$ cat src/rtl/alu_cond_exec_pkg.sv
// Shared types for the conditional-execute ALU stage: op codes, ARM condition codes, flag bit positions.
package alu_cond_exec_pkg;

  typedef enum logic [1:0] {
    ALU_ADD = 2'b00,
    ALU_SUB = 2'b01,
    ALU_AND = 2'b10,
    ALU_ORR = 2'b11
  } alu_op_e;

  typedef enum logic [3:0] {
    CC_EQ = 4'h0, CC_NE = 4'h1, CC_CS = 4'h2, CC_CC = 4'h3,
    CC_MI = 4'h4, CC_PL = 4'h5, CC_VS = 4'h6, CC_VC = 4'h7,
    CC_HI = 4'h8, CC_LS = 4'h9, CC_GE = 4'hA, CC_LT = 4'hB,
    CC_GT = 4'hC, CC_LE = 4'hD, CC_AL = 4'hE, CC_NV = 4'hF
  } cond_e;

  localparam int FLAG_N = 3;
  localparam int FLAG_Z = 2;
  localparam int FLAG_C = 1;
  localparam int FLAG_V = 0;

endpackage

$ cat src/rtl/alu_cond_exec_condcheck.sv
// ARM condition-field evaluator against the current {N,Z,C,V}.
// Purely combinational (0 cycles), no flow control.
module condcheck
  import alu_cond_exec_pkg::*;
(
  input  logic [3:0] Cond,
  input  logic [3:0] Flags,
  output logic       CondEx
);

  logic w_n, w_z, w_c, w_v;

  assign w_n = Flags[FLAG_N];
  assign w_z = Flags[FLAG_Z];
  assign w_c = Flags[FLAG_C];
  assign w_v = Flags[FLAG_V];

  always_comb begin
    CondEx = 1'b0;
    case (cond_e'(Cond))
      CC_EQ: CondEx = w_z;
      CC_NE: CondEx = ~w_z;
      CC_CS: CondEx = w_c;
      CC_CC: CondEx = ~w_c;
      CC_MI: CondEx = w_n;
      CC_PL: CondEx = ~w_n;
      CC_VS: CondEx = w_v;
      CC_VC: CondEx = ~w_v;
      CC_HI: CondEx = w_c & ~w_z;
      CC_LS: CondEx = ~w_c | w_z;
      CC_GE: CondEx = (w_n == w_v);
      CC_LT: CondEx = (w_n != w_v);
      CC_GT: CondEx = ~w_z & (w_n == w_v);
      CC_LE: CondEx = w_z | (w_n != w_v);
      CC_AL: CondEx = 1'b1;
      CC_NV: CondEx = 1'b0;
    endcase
  end

endmodule

$ cat src/rtl/alu_cond_exec.sv
// Conditional-execute ALU stage: ADD/SUB/AND/ORR, gated flag writes and write-enables, skip counter.
// Latency 1 cycle, one instruction per cycle; never stalls, flush kills the presented instruction.
module alu_cond_exec
  import alu_cond_exec_pkg::*;
(
  input  logic        clk,
  input  logic        reset_n,
  input  logic        valid_in,
  input  logic        flush,
  input  logic [1:0]  ALUControl,
  input  logic [1:0]  FlagW,
  input  logic [3:0]  Cond,
  input  logic [31:0] SrcA,
  input  logic [31:0] SrcB,
  input  logic        PCS,
  input  logic        RegW,
  input  logic        MemW,
  input  logic        NoWrite,
  output logic        valid_out,
  output logic [31:0] ALUResult,
  output logic [3:0]  Flags,
  output logic        PCSrc,
  output logic        RegWrite,
  output logic        MemWrite,
  output logic        CondEx,
  output logic [15:0] SkipCount
);

  logic        r_valid;
  logic [31:0] r_result;
  logic [3:0]  r_flags;
  logic        r_pcsrc;
  logic        r_regwrite;
  logic        r_memwrite;
  logic        r_condex;
  logic [15:0] r_skip;

  logic        w_accept;
  logic        w_cond_ex;
  logic        w_is_sub;
  logic        w_is_arith;
  logic [31:0] w_b;
  logic [32:0] w_sum;
  logic [31:0] w_result;
  logic        w_c;
  logic        w_v;
  logic [3:0]  w_flags_next;

  assign w_accept = valid_in & ~flush;

  // Condition is judged on the registered flags, i.e. before this instruction's own update.
  condcheck u_condcheck (
    .Cond   (Cond),
    .Flags  (r_flags),
    .CondEx (w_cond_ex)
  );

  // SUB is A + ~B + 1 so a single adder provides carry-out and overflow for both ops.
  assign w_is_sub   = (alu_op_e'(ALUControl) == ALU_SUB);
  assign w_is_arith = ~ALUControl[1];
  assign w_b        = w_is_sub ? ~SrcB : SrcB;
  assign w_sum      = {1'b0, SrcA} + {1'b0, w_b} + {32'd0, w_is_sub};

  always_comb begin
    w_result = w_sum[31:0];
    case (alu_op_e'(ALUControl))
      ALU_AND: w_result = SrcA & SrcB;
      ALU_ORR: w_result = SrcA | SrcB;
      default: w_result = w_sum[31:0];
    endcase
  end

  assign w_c = w_is_arith & w_sum[32];
  assign w_v = w_is_arith & (SrcA[31] == w_b[31]) & (w_sum[31] != SrcA[31]);

  always_comb begin
    w_flags_next = r_flags;
    if (FlagW[1]) begin
      w_flags_next[FLAG_N] = w_result[31];
      w_flags_next[FLAG_Z] = ~|w_result;
    end
    if (FlagW[0]) begin
      w_flags_next[FLAG_C] = w_c;
      w_flags_next[FLAG_V] = w_v;
    end
  end

  always_ff @(posedge clk or negedge reset_n) begin
    if (!reset_n) begin
      r_valid    <= 1'b0;
      r_result   <= 32'd0;
      r_flags    <= 4'b0000;
      r_pcsrc    <= 1'b0;
      r_regwrite <= 1'b0;
      r_memwrite <= 1'b0;
      r_condex   <= 1'b0;
      r_skip     <= 16'd0;
    end else begin
      r_valid    <= w_accept;
      r_pcsrc    <= w_accept & w_cond_ex & PCS;
      r_regwrite <= w_accept & w_cond_ex & RegW & ~NoWrite;
      r_memwrite <= w_accept & w_cond_ex & MemW;
      r_condex   <= w_accept & w_cond_ex;
      if (w_accept) begin
        r_result <= w_result;
      end
      if (w_accept && w_cond_ex) begin
        r_flags <= w_flags_next;
      end
      if (w_accept && !w_cond_ex && (r_skip != 16'hFFFF)) begin
        r_skip <= r_skip + 16'd1;
      end
    end
  end

  assign valid_out = r_valid;
  assign ALUResult = r_result;
  assign Flags     = r_flags;
  assign PCSrc     = r_pcsrc;
  assign RegWrite  = r_regwrite;
  assign MemWrite  = r_memwrite;
  assign CondEx    = r_condex;
  assign SkipCount = r_skip;

endmodule

$ cat config.mk
export PLATFORM = sky130hd
export DESIGN_NAME = alu_cond_exec
export DESIGN_NICKNAME = d
export VERILOG_FILES = /design/src/rtl/alu_cond_exec_pkg.sv /design/src/rtl/alu_cond_exec_condcheck.sv /design/src/rtl/alu_cond_exec.sv
export SDC_FILE = /design/constraint.sdc
export NUM_CORES = 1
export LEC_CHECK = 0
export CORE_UTILIZATION = 37
export CTS_BUF_LIST = sky130_fd_sc_hd__clkbuf_16
export CTS_CLUSTER_SIZE = 40
export DETAILED_ROUTE_END_ITERATION = 8
export HOLD_SLACK_MARGIN = 0.08
export PLACE_DENSITY = 0.63
export RECOVER_POWER = 25
export SYNTH_ARGS = -nofsm -noshare
export SYNTH_HDL_FRONTEND = slang
export SYNTH_HIERARCHICAL = 1
export SYNTH_SLANG_ARGS = --single-unit
export TNS_END_PERCENT = 1
$ cat constraint.sdc
create_clock -name clk -period 3.7 [get_ports clk]
set_clock_uncertainty 0.2 [all_clocks]
set_input_delay 0.74 -clock clk [delete_from_list [all_inputs] [get_ports clk]]
set_output_delay 0.74 -clock clk [all_outputs]
set_load 0.01 [all_outputs]
======== Word level (Yosys, flattened, before mapping) ========
Cells that the tools add are included.
word-level totals
  flip-flop bits (word level) ............. 57
  input port bits ......................... 80
  output and inout bits ................... 57
  word-level logic and storage cells ...... 70
cells by class
  add/sub/neg operators ................... 3
  equality and inequality tests ........... 23
  multiplexer cells ....................... 3
  bitwise logic cells ..................... 23
  reduce and logical (&&, ||, !) cells .... 9
operators by type and width
  operator                                                               count
  32-bit case mux with 2 select lines                                    1
  32-bit by 32-bit adder with 33-bit output                              1
  33-bit by 1-bit adder with 33-bit output                               1
  32-bit bitwise AND                                                     1
  4-bit equality test, second input constant                             8
  32-bit two-way mux                                                     1
  32-bit NOT                                                             1
  32-bit bitwise OR                                                      1
  32-bit OR reduction                                                    1
  16-bit by 1-bit adder with 16-bit output, second input constant        1
  4-bit by 3-bit equality test with 1-bit output, second input constant  4
  16-bit != test, second input constant                                  1
  1-bit case mux with 16 select lines                                    1
  1-bit bitwise AND                                                      11
  4-bit by 2-bit equality test with 1-bit output, second input constant  2
  1-bit NOT                                                              7
  2-bit equality test, second input constant                             2
  4-bit by 1-bit equality test with 1-bit output, second input constant  1
  4-bit zero test                                                        1
  2-bit AND reduction                                                    2
  1-bit logical AND                                                      3
  1-bit equality test                                                    2
  2-bit by 1-bit equality test with 1-bit output, second input constant  1
  1-bit zero test                                                        2
  other kinds (2)                                                        4

======== Logic depth before layout (Yosys ltp) ========
Gate-level depths: netlist (run 1).
  depth after elaboration ................. 7
  depth in mapped cells ................... 19
  mapped depth without buffers ............ 15

======== Cells and area by module ========
The synthesis (run 1) kept the hierarchy.
modules (own cells, without submodules)
  module         instances  cells an instance  area an instance (µm²)  seq. area each (µm²)
  alu_cond_exec  1          611                5222.5                  1426.4
  condcheck      1          23                 155.1                   0.0

======== Worst setup path after synthesis (run 1) ========
No wires, ideal clock.
  kind .................................... input to register
  start ................................... input port ALUControl[0]
  end ..................................... register r_flags[2], in the netlist Flags[2]
  setup time .............................. 0.104 ns
  arrival ................................. 4.571 ns
  data required time ...................... 3.396 ns
  slack ................................... -1.175 ns
  cell stages on the path ................. 18
  buffers on the path ..................... 5
  cell sequence ........................... buf_6 clkbuf_1 clkbuf_1 nand2_1 buf_1 xnor2_1 ha_1 buf_6 a21o_1 a31oi_1 o21ai_2 or4_4 o211ai_2 nand4_1 or4_1 nor4_1 nand4_1 o41ai_2
on the way
  cells in the longest elaborated chain, start to end .. 7
  elaborated cells between the ends (all ways) .. 9
  classes of those cells .................. 2 x add/sub; 3 x eq/ne; 2 x mux; 2 x reduce/logical
ends and longest elaborated chain
  what                                            line                  RTL
  start: declaration                              alu_cond_exec.sv:10   input logic [1:0] ALUControl,
  2-bit by 1-bit equality test with 1-bit output  alu_cond_exec.sv:59   assign w_is_sub = (alu_op_e'(ALUControl) == ALU_SUB);
  32-bit two-way mux                              alu_cond_exec.sv:61   assign w_b = w_is_sub ? ~SrcB : SrcB;
  32-bit by 32-bit adder with 33-bit output       alu_cond_exec.sv:62   assign w_sum = {1'b0, SrcA} + {1'b0, w_b} + {32'd0, w_is_sub};
  33-bit by 1-bit adder with 33-bit output        alu_cond_exec.sv:62
  32-bit case mux with 2 select lines (*)         alu_cond_exec.sv:66   case (alu_op_e'(ALUControl))
  32-bit OR reduction (*)                         alu_cond_exec.sv:80   w_flags_next[FLAG_Z] = ~|w_result;
  1-bit zero test (*)                             alu_cond_exec.sv:80
  end signal: assignment                          alu_cond_exec.sv:108  r_flags <= w_flags_next;
  end: declaration                                alu_cond_exec.sv:31   logic [3:0] r_flags;
Mark *: on every way between the ends. The rest lies on a longest branch, timed or not.
A chain may end at the register's enable or synchronous reset.

======== Worst setup path in the final report (run 1) ========
Ends and elaborated chain as after synthesis.

==> metrics.cfg, run 1 <==
[global_routing]
grt_use_total=0.2516
antenna_found_initial=0
grt_max_degree=58
grt_pass1_vias=6316
grt_pass1_wl_um=29840
grt_overflow=0

[clocking]
clock-sinks=57
path_clk_slew_ps=50
ctsHoldBuffers=0
htreeDepth=3
clock_latency_ps=320
cts_root_buffer=clkbuf_16
cts_tree=done
cts_made_buffers=9
clk_path_buf_depth=2

[timing]
fin_crit_ps=3891
slew_viol_final=0
grt_setup_unrepaired=true
setup_viol=2
fmax_ghz=0.2570
finalCritPeriodShare=1.052
tightest_slew_ps=1440
hold_violations=0
hold_slack_ps=261.8
fin_ws_ps=-190.6
relSlewSlack=0.03969
tns_ps=-193.0

[logic_synthesis]
syn_avg_cell_area_sq_um=8.482
syn-instance-count=634
ys_warn_count=6
syn-cell-area_sq_um=5378
synth-edff-count=0
synthArstFlopShare=1.000
ys.flop_type=dfrtp_1
syn_nets=751
ys_seq_area_frac=0.2652
yosys_register_bits=57
ys_types=74

[worst_setup_path]
crit_path_frequent_cell=buf_4
cp.required_ps=3720
critPathLaunchType=input pin
cp-end-kind=flop
crit_type=in2reg
path_cells=buf_4 > nand2_8 > buf_6 > buf_4 > xnor2_2 > ha_2 > buf_4 > and4_2 > o211ai_1 > nand2_2 > a221oi_4 > or4b_4 > nand3_2 > o211ai_1 > nor4_4 > nand4_1 > o41ai_2
crit_path_max_fanout=6
crit_slowest_cell=or4b_4
crit_arrival_ps=3910
slowest_delay_ps=530

[final_layout]
syn2layout_area_growth_pct=69.36
final-instance-count-excl-fill=1133
final_nets=1065
drive_above_1_share=0.3221
most-common-layout-cells=buf_4, clkdlybuf4s50_1, nand2_1
final_common_cell=buf_4
utilization=0.6486
num_antenna_cells=0

[floorplanning]
fp.dieW_um=122.6
rows=43
io_pins=137
start_util=0.3830
dieArea_sq_um=15020
core-area_sq_um=14040
die_h_um=122.6

[placement]
dp_cells=1087
place_congestion=0.9216
dpl.hpwl_um=13940
port_buffers=136
pre_cts_ws_ps=-952.9

[route]
drt_first_iter_violations=331
wl_um=19020
drc=0
wl_per_cell_um=16.78
firstDrtPassIters=5
antenna_left=0
viasPerCell=5.368
vias=6082

[outcome]
status=complete, but fails checks
violations=negative setup slack

[pwr]
ir_drop_mv=0.2101
leakage_nw=4.106
powerDensity_nw_per_um2=393.2

[hold_path]
hold_path_class=reg2reg

[job]
drv_cap=0

[cell usage after synthesis, types with 9 or more instances]
cell type / instances / area share
a21o_1: 11 / 0.015
a21oi_1: 41 / 0.038
clkbuf_1: 12 / 0.0084
dfrtp_1: 57 / 0.27
ha_1: 36 / 0.084
inv_1: 11 / 0.0077
maj3_1: 27 / 0.050
mux2i_1: 14 / 0.026
nand2_1: 90 / 0.063
nand3_1: 15 / 0.014
nand4_1: 13 / 0.015
nor2_1: 26 / 0.018
nor3_1: 11 / 0.010
o211ai_1: 9 / 0.013
o21ai_0: 55 / 0.051
xnor2_1: 54 / 0.088
xor2_1: 13 / 0.021
[worst max-delay path, delay by kind of cell]
kind / cells / cell delay [ps]
and+or+nand+nor: 7 / 1500
buffers and inverters: 4 / 570
adders and majority gates: 1 / 340
xor gates and xnor gates: 1 / 140
AOI/OAI and AO/OA: 4 / 600
[worst paths after layout]
kind | startpoint | end | slack [ps] | cells past startpoint
worst max-delay path | ALUControl[0] | Flags[2] | -190 | 17
worst min-delay path | ALUResult[20] | ALUResult[20] | 260 | 2
worst max register to register | Flags[3] | Flags[2] | 150 | 14
worst min register to register | ALUResult[20] | ALUResult[20] | 260 | 2
max in group asynchronous | reset_n | SkipCount[14] | 1790 | 2
min in group asynchronous | reset_n | ALUResult[27] | 650 | 2
[layer usage]
metal  part of all wire  wire [um]  global-route usage
met5                  0          0                   0
met4              0.032        605             0.09070
met3              0.052        994             0.03532
met2               0.50       9465              0.4575
met1               0.42       7951              0.2985
[through the flow]
step	cell area, sq um	total power [W]
4_1_cts	8686	0.003458
2_1_floorplan	5430	0.001590
3_3_place_gp	8045	0.002413
6_report	9107	0.003581
5_1_grt	9107	0.003788
3_5_place_dp	8045	0.002444
[state kept, by name (all words and copies together) (netlist names)]
name / flops
PCSrc: 1
MemWrite: 1
SkipCount: 16
CondEx: 1
Flags: 4
RegWrite: 1
valid_out: 1
ALUResult: 32
[area by class of cell]
| cell class | instances | area [sq um] |
|---|---|---|
| clock buffer | 9 | 225.2 |
| clock inverter | 7 | 110.1 |
| fill | 1140 | 4935 |
| inverter | 12 | 50.05 |
| multi-input combinational | 537 | 4210 |
| sequential | 57 | 1426 |
| tap | 180 | 225.2 |
| timing repair buffer | 331 | 2860 |
[repair_timing]
action,CTS,global route
endpoints found under the setup margin,14,13
setup buffers,17,13
resized for setup,53,81
gates cloned,1,0
pin swaps,28,48
[where the power goes]
part | switching, W | total, W | internal (W) | leakage [nW]
registers | 0.0000965 | 0.000836 | 0.000740 | 0.727
clock network | 0.000283 | 0.000933 | 0.000651 | 0.164
logic | 0.000824 | 0.00181 | 0.000988 | 3.22
total | 0.00120 | 0.00358 | 0.00238 | 4.11
[logic make-up (layout without fill, tap and decap cells)]
family / count (synthesis) / after routing / share of synthesized area
compound gates: 170 / 170 / 0.2043
xor+xnor: 67 / 67 / 0.1091
fa+ha+maj: 64 / 64 / 0.1377
buf+inv: 41 / 359 / 0.04281
flops: 57 / 57 / 0.2652
mux: 22 / 22 / 0.04281
simple gates: 213 / 214 / 0.1980
No activity file was read; power rests on OpenSTA's default activity.
==> run 2: changes to the inputs <==
--- a/config.mk
+++ b/config.mk
@@ -9,6 +9,7 @@
 export CTS_BUF_LIST = sky130_fd_sc_hd__clkbuf_16
 export CTS_CLUSTER_SIZE = 40
 export DETAILED_ROUTE_END_ITERATION = 8
+export GPL_TIMING_DRIVEN = 1
 export HOLD_SLACK_MARGIN = 0.08
 export PLACE_DENSITY = 0.63
 export RECOVER_POWER = 25
==> results of run 2 <==
No change in the layout: final DEF, timing and power equal those of run 1.
==> run 3: changes to the inputs <==
--- a/config.mk
+++ b/config.mk
@@ -5,6 +5,7 @@
 export SDC_FILE = /design/constraint.sdc
 export NUM_CORES = 1
 export LEC_CHECK = 0
+export ABC_CLOCK_PERIOD_IN_PS = 3700
 export CORE_UTILIZATION = 37
 export CTS_BUF_LIST = sky130_fd_sc_hd__clkbuf_16
 export CTS_CLUSTER_SIZE = 40
==> results of run 3 <==
No change in the layout: final DEF, timing and power equal those of run 1.
